===== src/rtl/unpack_sched_pkg.sv =====
// rtl/unpack_sched_pkg.sv - shared state type and sizing helpers for the unpack scheduler
package unpack_sched_pkg;

  typedef enum logic {
    S_IDLE,
    S_DRAIN
  } state_e;

  function automatic int num_slices(input int in_w, input int out_w);
    return (in_w + out_w - 1) / out_w;
  endfunction

  function automatic int ch_width(input int n);
    return (n <= 2) ? 1 : $clog2(n);
  endfunction

endpackage


===== src/rtl/rr_arbiter.sv =====
// rtl/rr_arbiter.sv - combinational round-robin arbiter with an optional sticky lock mask
// A requesting channel flagged in lock_hold wins outright; otherwise search upward from ptr.
module rr_arbiter
  import unpack_sched_pkg::*;
#(
  parameter  int NUM_CH = 4,
  localparam int CH_W   = ch_width(NUM_CH)
) (
  input  logic [NUM_CH-1:0] req,
  input  logic [CH_W-1:0]   ptr,
  input  logic [NUM_CH-1:0] lock_hold,
  output logic [NUM_CH-1:0] gnt,
  output logic [CH_W-1:0]   gnt_idx
);

  logic              found;
  logic [CH_W-1:0]   cidx;
  logic [NUM_CH-1:0] lock_hit;

  always_comb begin
    gnt      = '0;
    gnt_idx  = '0;
    found    = 1'b0;
    cidx     = '0;
    lock_hit = req & lock_hold;
    for (int i = 0; i < NUM_CH; i++) begin
      cidx = CH_W'(i);
      if (lock_hit[cidx] && !found) begin
        gnt[cidx] = 1'b1;
        gnt_idx   = cidx;
        found     = 1'b1;
      end
    end
    for (int o = 0; o < NUM_CH; o++) begin
      cidx = CH_W'((int'(ptr) + o) % NUM_CH);
      if (req[cidx] && !found) begin
        gnt[cidx] = 1'b1;
        gnt_idx   = cidx;
        found     = 1'b1;
      end
    end
  end

endmodule


===== src/rtl/unpack_rr_scheduler.sv =====
// rtl/unpack_rr_scheduler.sv - round-robin shared IN_WIDTH->OUT_WIDTH unpacker, MSB-first slices
// Optional UNPACK_SCHED_LOCK_EN adds in_lock: a locked grant re-wins the next arbitration.
module unpack_rr_scheduler
  import unpack_sched_pkg::*;
#(
  parameter  int NUM_CH    = 4,
  parameter  int IN_WIDTH  = 32,
  parameter  int OUT_WIDTH = 7,
  localparam int CH_W      = ch_width(NUM_CH)
) (
  input  logic                       clk,
  input  logic                       rst_n,
  input  logic [NUM_CH-1:0]          cfg_chan_en,
  input  logic [NUM_CH-1:0]          in_valid,
  input  logic [NUM_CH*IN_WIDTH-1:0] in_data,
`ifdef UNPACK_SCHED_LOCK_EN
  input  logic [NUM_CH-1:0]          in_lock,
`endif
  output logic [NUM_CH-1:0]          in_ready,
  output logic                       out_valid,
  input  logic                       out_ready,
  output logic [OUT_WIDTH-1:0]       out_data,
  output logic [CH_W-1:0]            out_chan,
  output logic                       first_packet,
  output logic                       last_packet,
  output logic                       busy
);

  localparam int NSL   = num_slices(IN_WIDTH, OUT_WIDTH);
  localparam int SH_W  = NSL * OUT_WIDTH;
  localparam int PAD   = SH_W - IN_WIDTH;
  localparam int CNT_W = ch_width(NSL);

  state_e            state_q, state_d;
  logic [CNT_W-1:0]  cnt_q, cnt_d;
  logic [SH_W-1:0]   shreg_q, shreg_d;
  logic [CH_W-1:0]   chan_q, chan_d;
  logic [CH_W-1:0]   ptr_q, ptr_d;
  logic [NUM_CH-1:0] lock_mask_q, lock_mask_d;

  logic [NUM_CH-1:0]   eligible;
  logic [NUM_CH-1:0]   gnt;
  logic [CH_W-1:0]     gnt_idx;
  logic [NUM_CH-1:0]   lock_hold;
  logic [IN_WIDTH-1:0] word_sel;
  logic                fire;
  logic                last_slice;
  logic                can_arb;
  logic                take;
  logic [CH_W-1:0]     ptr_next;

  assign eligible   = in_valid & cfg_chan_en;
  assign busy       = (state_q == S_DRAIN);
  assign fire       = busy & out_ready;
  assign last_slice = (cnt_q == CNT_W'(NSL - 1));
  // Arbitration also runs on the last slice's handshake so words chain without a bubble.
  assign can_arb    = (state_q == S_IDLE) | (fire & last_slice);
  assign take       = can_arb & (|eligible);
  assign word_sel   = IN_WIDTH'(in_data >> (int'(gnt_idx) * IN_WIDTH));
  assign ptr_next   = (gnt_idx == CH_W'(NUM_CH - 1)) ? '0 : gnt_idx + 1'b1;

`ifdef UNPACK_SCHED_LOCK_EN
  assign lock_hold = lock_mask_q;
`else
  assign lock_hold = '0;
`endif

  rr_arbiter #(
    .NUM_CH (NUM_CH)
  ) u_arb (
    .req       (eligible),
    .ptr       (ptr_q),
    .lock_hold (lock_hold),
    .gnt       (gnt),
    .gnt_idx   (gnt_idx)
  );

  always_comb begin
    state_d     = state_q;
    cnt_d       = cnt_q;
    shreg_d     = shreg_q;
    chan_d      = chan_q;
    ptr_d       = ptr_q;
    lock_mask_d = lock_mask_q;
    in_ready    = can_arb ? gnt : '0;

    if (fire) begin
      if (last_slice) begin
        state_d = S_IDLE;
        cnt_d   = '0;
      end else begin
        cnt_d = cnt_q + 1'b1;
      end
      shreg_d = shreg_q << OUT_WIDTH;
    end

    if (take) begin
      state_d = S_DRAIN;
      cnt_d   = '0;
      // Left-justify the word so the short final slice is zero-padded in its LSBs.
      shreg_d = SH_W'(word_sel) << PAD;
      chan_d  = gnt_idx;
`ifdef UNPACK_SCHED_LOCK_EN
      if (in_lock[gnt_idx]) begin
        lock_mask_d = gnt;
      end else begin
        lock_mask_d = '0;
        ptr_d       = ptr_next;
      end
`else
      ptr_d = ptr_next;
`endif
    end
  end

  always_ff @(posedge clk or negedge rst_n) begin
    if (!rst_n) begin
      state_q     <= S_IDLE;
      cnt_q       <= '0;
      shreg_q     <= '0;
      chan_q      <= '0;
      ptr_q       <= '0;
      lock_mask_q <= '0;
    end else begin
      state_q     <= state_d;
      cnt_q       <= cnt_d;
      shreg_q     <= shreg_d;
      chan_q      <= chan_d;
      ptr_q       <= ptr_d;
      lock_mask_q <= lock_mask_d;
    end
  end

  assign out_valid    = busy;
  assign out_data     = busy ? shreg_q[SH_W-1 -: OUT_WIDTH] : '0;
  assign out_chan     = chan_q;
  assign first_packet = busy & (cnt_q == '0);
  assign last_packet  = busy & last_slice;

endmodule


===== config.mk =====
export PLATFORM = sky130hd
export DESIGN_NAME = unpack_rr_scheduler
export DESIGN_NICKNAME = d
export VERILOG_FILES = /design/src/rtl/unpack_sched_pkg.sv /design/src/rtl/rr_arbiter.sv /design/src/rtl/unpack_rr_scheduler.sv
export SDC_FILE = /design/constraint.sdc
export NUM_CORES = 1
export LEC_CHECK = 0
export BUFFER_PORTS_ARGS = -buffer_cell sky130_fd_sc_hd__buf_4
export CORE_ASPECT_RATIO = 2
export CORE_UTILIZATION = 45
export CTS_BUF_LIST = sky130_fd_sc_hd__clkbuf_16
export DETAILED_ROUTE_END_ITERATION = 8
export HOLD_SLACK_MARGIN = 0.02
export PLACE_DENSITY = 0.78
export SLEW_MARGIN = 20
export SYNTH_ARGS = -nofsm -noshare
export SYNTH_HDL_FRONTEND = slang
export SYNTH_SLANG_ARGS = --single-unit

===== constraint.sdc =====
create_clock -name clk -period 2 [get_ports clk]
set_input_delay 0.1 -clock clk [delete_from_list [all_inputs] [get_ports clk]]
set_output_delay 0.1 -clock clk [all_outputs]
set_load 0.005 [all_outputs]

# Yosys cells after proc, flatten, opt, wreduce, memory -nomap -nowiden
# Index checks and enable logic that the tools add are counted.
[word_totals] register_bits=43 elab_cells=85 output_inout_bits=17
[classes] n_addsub=5 reduce_logical=15 n_lt_le_gt_ge=8 bitwise_logic=11 n_eq_ne=2 n_shift=1 muxes=38
[op_table] operator="128-bit by 7-bit >> shifter with 32-bit output" count=1
[op_table] operator="35-bit two-way mux" count=2
[op_table] operator="4-bit two-way mux" count=5
[op_table] operator="1-bit two-way mux" count=14
[op_table] operator="2-bit by 3-bit less-than comparator with 1-bit output, second input constant" count=4
[op_table] operator="4-bit OR" count=3
[op_table] operator="2-bit two-way mux" count=5
[op_table] operator="3-bit two-way mux" count=3
[op_table] operator="1-bit binary-select mux with 2-bit select" count=4
[op_table] operator="1-bit demux with 2-bit select" count=4
[op_table] operator="2-bit by 1-bit >= comparator with 1-bit output, second input constant" count=4
[op_table] operator="1-bit logical AND" count=7
[op_table] operator="7-bit two-way mux" count=1
[op_table] operator="1-bit bitwise AND" count=5
[op_table] operator="2-bit by 1-bit adder with 2-bit output, second input constant" count=2
[op_table] operator="2-bit adder, second input constant" count=2
[op_table] operator="4-bit bitwise AND" count=1
[op_table] operator="2-bit nonzero test" count=2
[op_table] operator="4-bit OR reduction" count=1
[op_table] operator="3-bit by 1-bit adder with 3-bit output, second input constant" count=1
[op_table] operator="3-bit equality test, second input constant" count=1
[op_table] operator="1-bit zero test" count=3
[op_table] operator="3-bit zero test" count=1
[op_table] operator="2-bit equality test, second input constant" count=1
[op_table] operator="other kinds (3)" count=3

# Depth between registers and ports, before layout
[logic_depth] word_depth=15 depth_mapped=11 ltp_nobuf=8

# Cells and area by module
# From an unflattened synthesis, not the netlist that was laid out.
[unflattened] cells_unflattened=266 area_unflattened_um2=3482.1
[by_module_without_submodules] mod="unpack_rr_scheduler" instances=1 cells_each=214 area_per_inst_um2=2979.1
[by_module_without_submodules] mod="rr_arbiter" instances=1 cells_each=52 area_per_inst_um2=503.0

# Least setup slack after synthesis
# OpenSTA, ideal clock, no wires.
[synth_path] path_kind="register -> register" from="register ptr_q[0]" to="register shreg_q[10]" stages_incl_launch_ff=11 arrival_ns=2.143 setup_ns=0.130 setup_slack_ns=-0.273 cell_sequence="dfrtp_1 -> inv_1 -> ha_1 -> buf_4 -> a21oi_2 -> a32oi_2 -> buf_6 -> buf_4 -> and3_1 -> a211oi_2 -> o31ai_2"
[synth_via] elab_chain_cells=14 elab_cells_between_ends=26
[synth_rtl] item="from (decl)" line="unpack_rr_scheduler.sv:38" rtl="logic [CH_W-1:0] ptr_q, ptr_d;"
[synth_rtl] item="from (signal assigned)" line="unpack_rr_scheduler.sv:129" rtl="ptr_q <= ptr_d;"
[synth_rtl] item="branches (longest 11 deep; another with 2-bit by 1-bit adder with 2-bit output)"
[synth_rtl] item="2-bit two-way mux (*)" line="rr_arbiter.sv:36" rtl="if (req[cidx] && !found) begin"
[synth_rtl] item="128-bit by 7-bit >> shifter with 32-bit output (*)" line="unpack_rr_scheduler.sv:59" rtl="assign word_sel = IN_WIDTH'(in_data >> (int'(gnt_idx) * IN_WIDTH));"
[synth_rtl] item="35-bit two-way mux (*)" line="unpack_rr_scheduler.sv:97" rtl="if (take) begin"
[synth_rtl] item="to (signal assigned)" line="unpack_rr_scheduler.sv:127" rtl="shreg_q <= shreg_d;"
[synth_rtl] item="to (decl)" line="unpack_rr_scheduler.sv:36" rtl="logic [SH_W-1:0] shreg_q, shreg_d;"
# Every way passes the cells marked *. The select of a mux whose other input is x is not followed.
# A chain may end at the register's enable or synchronous reset.

# Final worst setup path
[layout_path] from="register ptr_q[1]" to="register shreg_q[20]"
# Same word-level chain as after synthesis.

==> metrics.txt <==
routed vias/inst=between 5 and 6; sequential area share after synthesis=25.79%; Slew @ Worst Pin=0.5453 ns; clock power share=11.2%; Static Leakage=between 2 and 3 nW; Worst Path Required=between 2 and 2.5 ns; Clock Sink Count=40; startpoint types=register; Async SR Flop Fraction=100.0%; Worst Hold Path Cells=3; Achievable Freq=about 420 MHz; Final Wtd Congestion=just over 0.8; Switch Pwr=approximately 2.8 mW; Mapped Nets=about 560; peak supply drop=587.8 uV; worst skew pair latency=around 0.28 ns; #FFs+latches synth=40; drt pass-1 iters=4; vias in the first global route=4168; synthesized area per cell=about 9.5 sq um; Final nets=about 730; Die Ht=133.3 um; Initial Util=between 40% and 50%; Root Driver=clkbuf_16; crit path DAT=between 2 and 3 ns; synthesis-to-finish area growth=57.87%; # IOs=roughly 160; Slew HR=a little under two thirds; Post-Synthesis Cell Area=~3900 sq um; Hold Crit Start=in_data[115]; Fin Hold WS=0.1226 ns; area of the core=slightly above 8000 sq um; post-layout util=73.89%; CTS tree=done; Reg2Reg Depth=11; Top FF cell, synth=dfrtp_1; CP Capture Type=register; Switching Share=between 40% and 50%; largest net degree at the start of global routing=between 60 and 70; most frequent cells in the layout=buf_4 (181), and3_1 (44), a211oi_2 (42); failing checks=negative setup slack; gr ovfl total=0; CTS buffer count=5; Max-Cap Viols=0; Min-Delay Path Class=in -> reg; CP max FO=5; Comb power frac=around 70%; post-route setup slack=-0.3997 ns; IO Port Bufs=about 160; ant diodes=0; Int Pwr=about 4.0 mW; Rows=47; clock slew at reported path FFs=about 0.06 ns; die area=~9000 sq um; pwr/cell area=approximately 1100 nW/um^2; DRC violations left=0; Die W=about 68 um; global-route wire length before repair=between 15 and 20 mm; RSZ-0062 raised after global routing=true; DRT antenna net count=0; detailed-route via count=just over 4k; count of pins over their slew limit=0; sequential share of power=19.3%; endpoints failing setup=40; Worst R2R Start=ptr_q[1]; period utilization=120.0%; initial antenna violation count=0; htree depth=2; DP HPWL=9.087 mm; gr usage total=between 20% and 30%; share of cells above drive strength 1=62.54%; min Tclk post-route=2.400 ns; Post-Syn Instances=408; hold endpoint=shreg_q[22]; RR Endpoint=shreg_q[20]; Syn. warnings=0; Routed WL=13.95 mm; initial DRC count=162; outcome=finished with violations; Final Hold Viols=0; WS Path Type=reg -> reg; Synth cell types=49; WL/cell=between 20 and 25 um; clock buffer depth=2; r2r setup slk=-0.40 ns; most common cell after layout, fill and taps aside=buf_4; Final Skew=0.01144 ns; Post-synth EDFFs=0
==> worst max path at each step <==
| stage | slack, ns | from | cells after the start | endpoint |
|---|---|---|---|---|
| after floorplan | -0.13 | ptr_q[1] | 11 | shreg_q[10] |
| after global placement | -0.20 | ptr_q[1] | 9 | shreg_q[21] |
| after detailed placement | -0.27 | ptr_q[1] | 9 | shreg_q[21] |
| after CTS | -0.31 | ptr_q[1] | 10 | in_ready[3] |
| after global routing | -0.49 | ptr_q[1] | 11 | shreg_q[20] |
| final | -0.40 | ptr_q[1] | 11 | shreg_q[20] |
==> metrics by stage <==
stage          power, mW  instances  setup WS (ns)  area [sq um]  setup TNS, ns
3_3_place_gp       4.560        649        -0.1985          5189         -3.903
4_1_cts            5.908        666        -0.3096          5655         -8.580
6_report           6.857        680        -0.3997          6127         -12.08
2_1_floorplan      3.700        408        -0.1311          3929         -3.718
5_1_grt            7.187        680        -0.4855          6127         -15.26
3_5_place_dp       4.667        649        -0.2653          5189         -5.980
==> cell type report <==
cell class / count / area [sq um]
Timing Repair Buffer: 208 / 1815
Clock inverter: 2 / 12.51
Sequential cell: 40 / 1001
Tap cell: 98 / 122.6
Inverter: 9 / 38.79
Fill cell: 575 / 2165
Multi-Input combinational cell: 318 / 3012
Clock buffer: 5 / 125.1
==> power by group through the flow <==
stage / Clock, mW / Combinational, mW / Sequential, mW
after floorplan: 0 / 2.45 / 1.25
after global placement: 0 / 3.26 / 1.30
after detailed placement: 0 / 3.35 / 1.31
after CTS: 0.761 / 3.84 / 1.30
after global routing: 0.798 / 5.04 / 1.35
final: 0.770 / 4.76 / 1.33
==> timing repair <==
action	CTS	global route
resized for setup	53	54
hold buffers	1	0
endpoints found under the hold margin	40	0
setup buffers	8	7
pin swaps	18	18
cloned	1	7
setup endpoints to repair	38	41
==> per-layer routing <==
metal	up-vias	GRT usage, %	share of wire, %
li1	1883	-	-
met1	1976	26.98	33
met2	165	55.61	59
met3	37	4.110	4.6
met4	0	12.53	3.5
met5	-	0	0
==> critical path, cell delays in order (launching register included) <==
cell      delay (ns)
dfrtp_1         0.42
inv_6           0.04
ha_4            0.33
buf_4           0.13
and2_1          0.13
o21ai_2         0.07
a32oi_4         0.32
buf_6           0.20
buf_12          0.12
and3_1          0.18
a211oi_2        0.06
o31ai_2         0.27
==> registers in the layout (all words and copies together) (netlist names) <==
| signal | flops |
|---|---|
| shreg_q | 32 |
| cnt_q | 3 |
| out_chan | 2 |
| ptr_q | 2 |
| busy | 1 |
==> logic make-up (layout without fill, tap and decap cells) <==
group                      after synthesis  after routing  synth area share (%)
and+or+nand+nor                        145            145                 19.70
AOI/OAI and AO/OA                      122            122                 31.04
buffers and inverters                   50            224                 8.575
muxes                                   40             40                 11.44
DFF                                     40             40                 25.79
adders and majority gates               10             10                 3.224
xor gates and xnor gates                 1              1                0.2257
==> synthesized netlist by cell type (4+ instances only) <==
cell / instances / area (sq um)
buf_6: 11 / 123.9
and2_1: 12 / 75.07
buf_4: 8 / 60.06
nor2_1: 8 / 30.03
o31ai_2: 28 / 350.3
a211oi_1: 27 / 202.7
clkbuf_1: 8 / 30.03
o221ai_1: 4 / 35.03
o21ai_0: 7 / 35.03
dfrtp_1: 40 / 1001
mux2_2: 25 / 281.5
buf_2: 12 / 60.06
nand2_1: 43 / 161.4
and3_1: 58 / 362.9
ha_1: 10 / 125.1
mux2i_1: 14 / 140.1
inv_1: 8 / 30.03
a211oi_2: 29 / 362.9
nand3_1: 15 / 75.07
a21oi_1: 7 / 35.03
No activity file was read; power rests on OpenSTA's default activity.
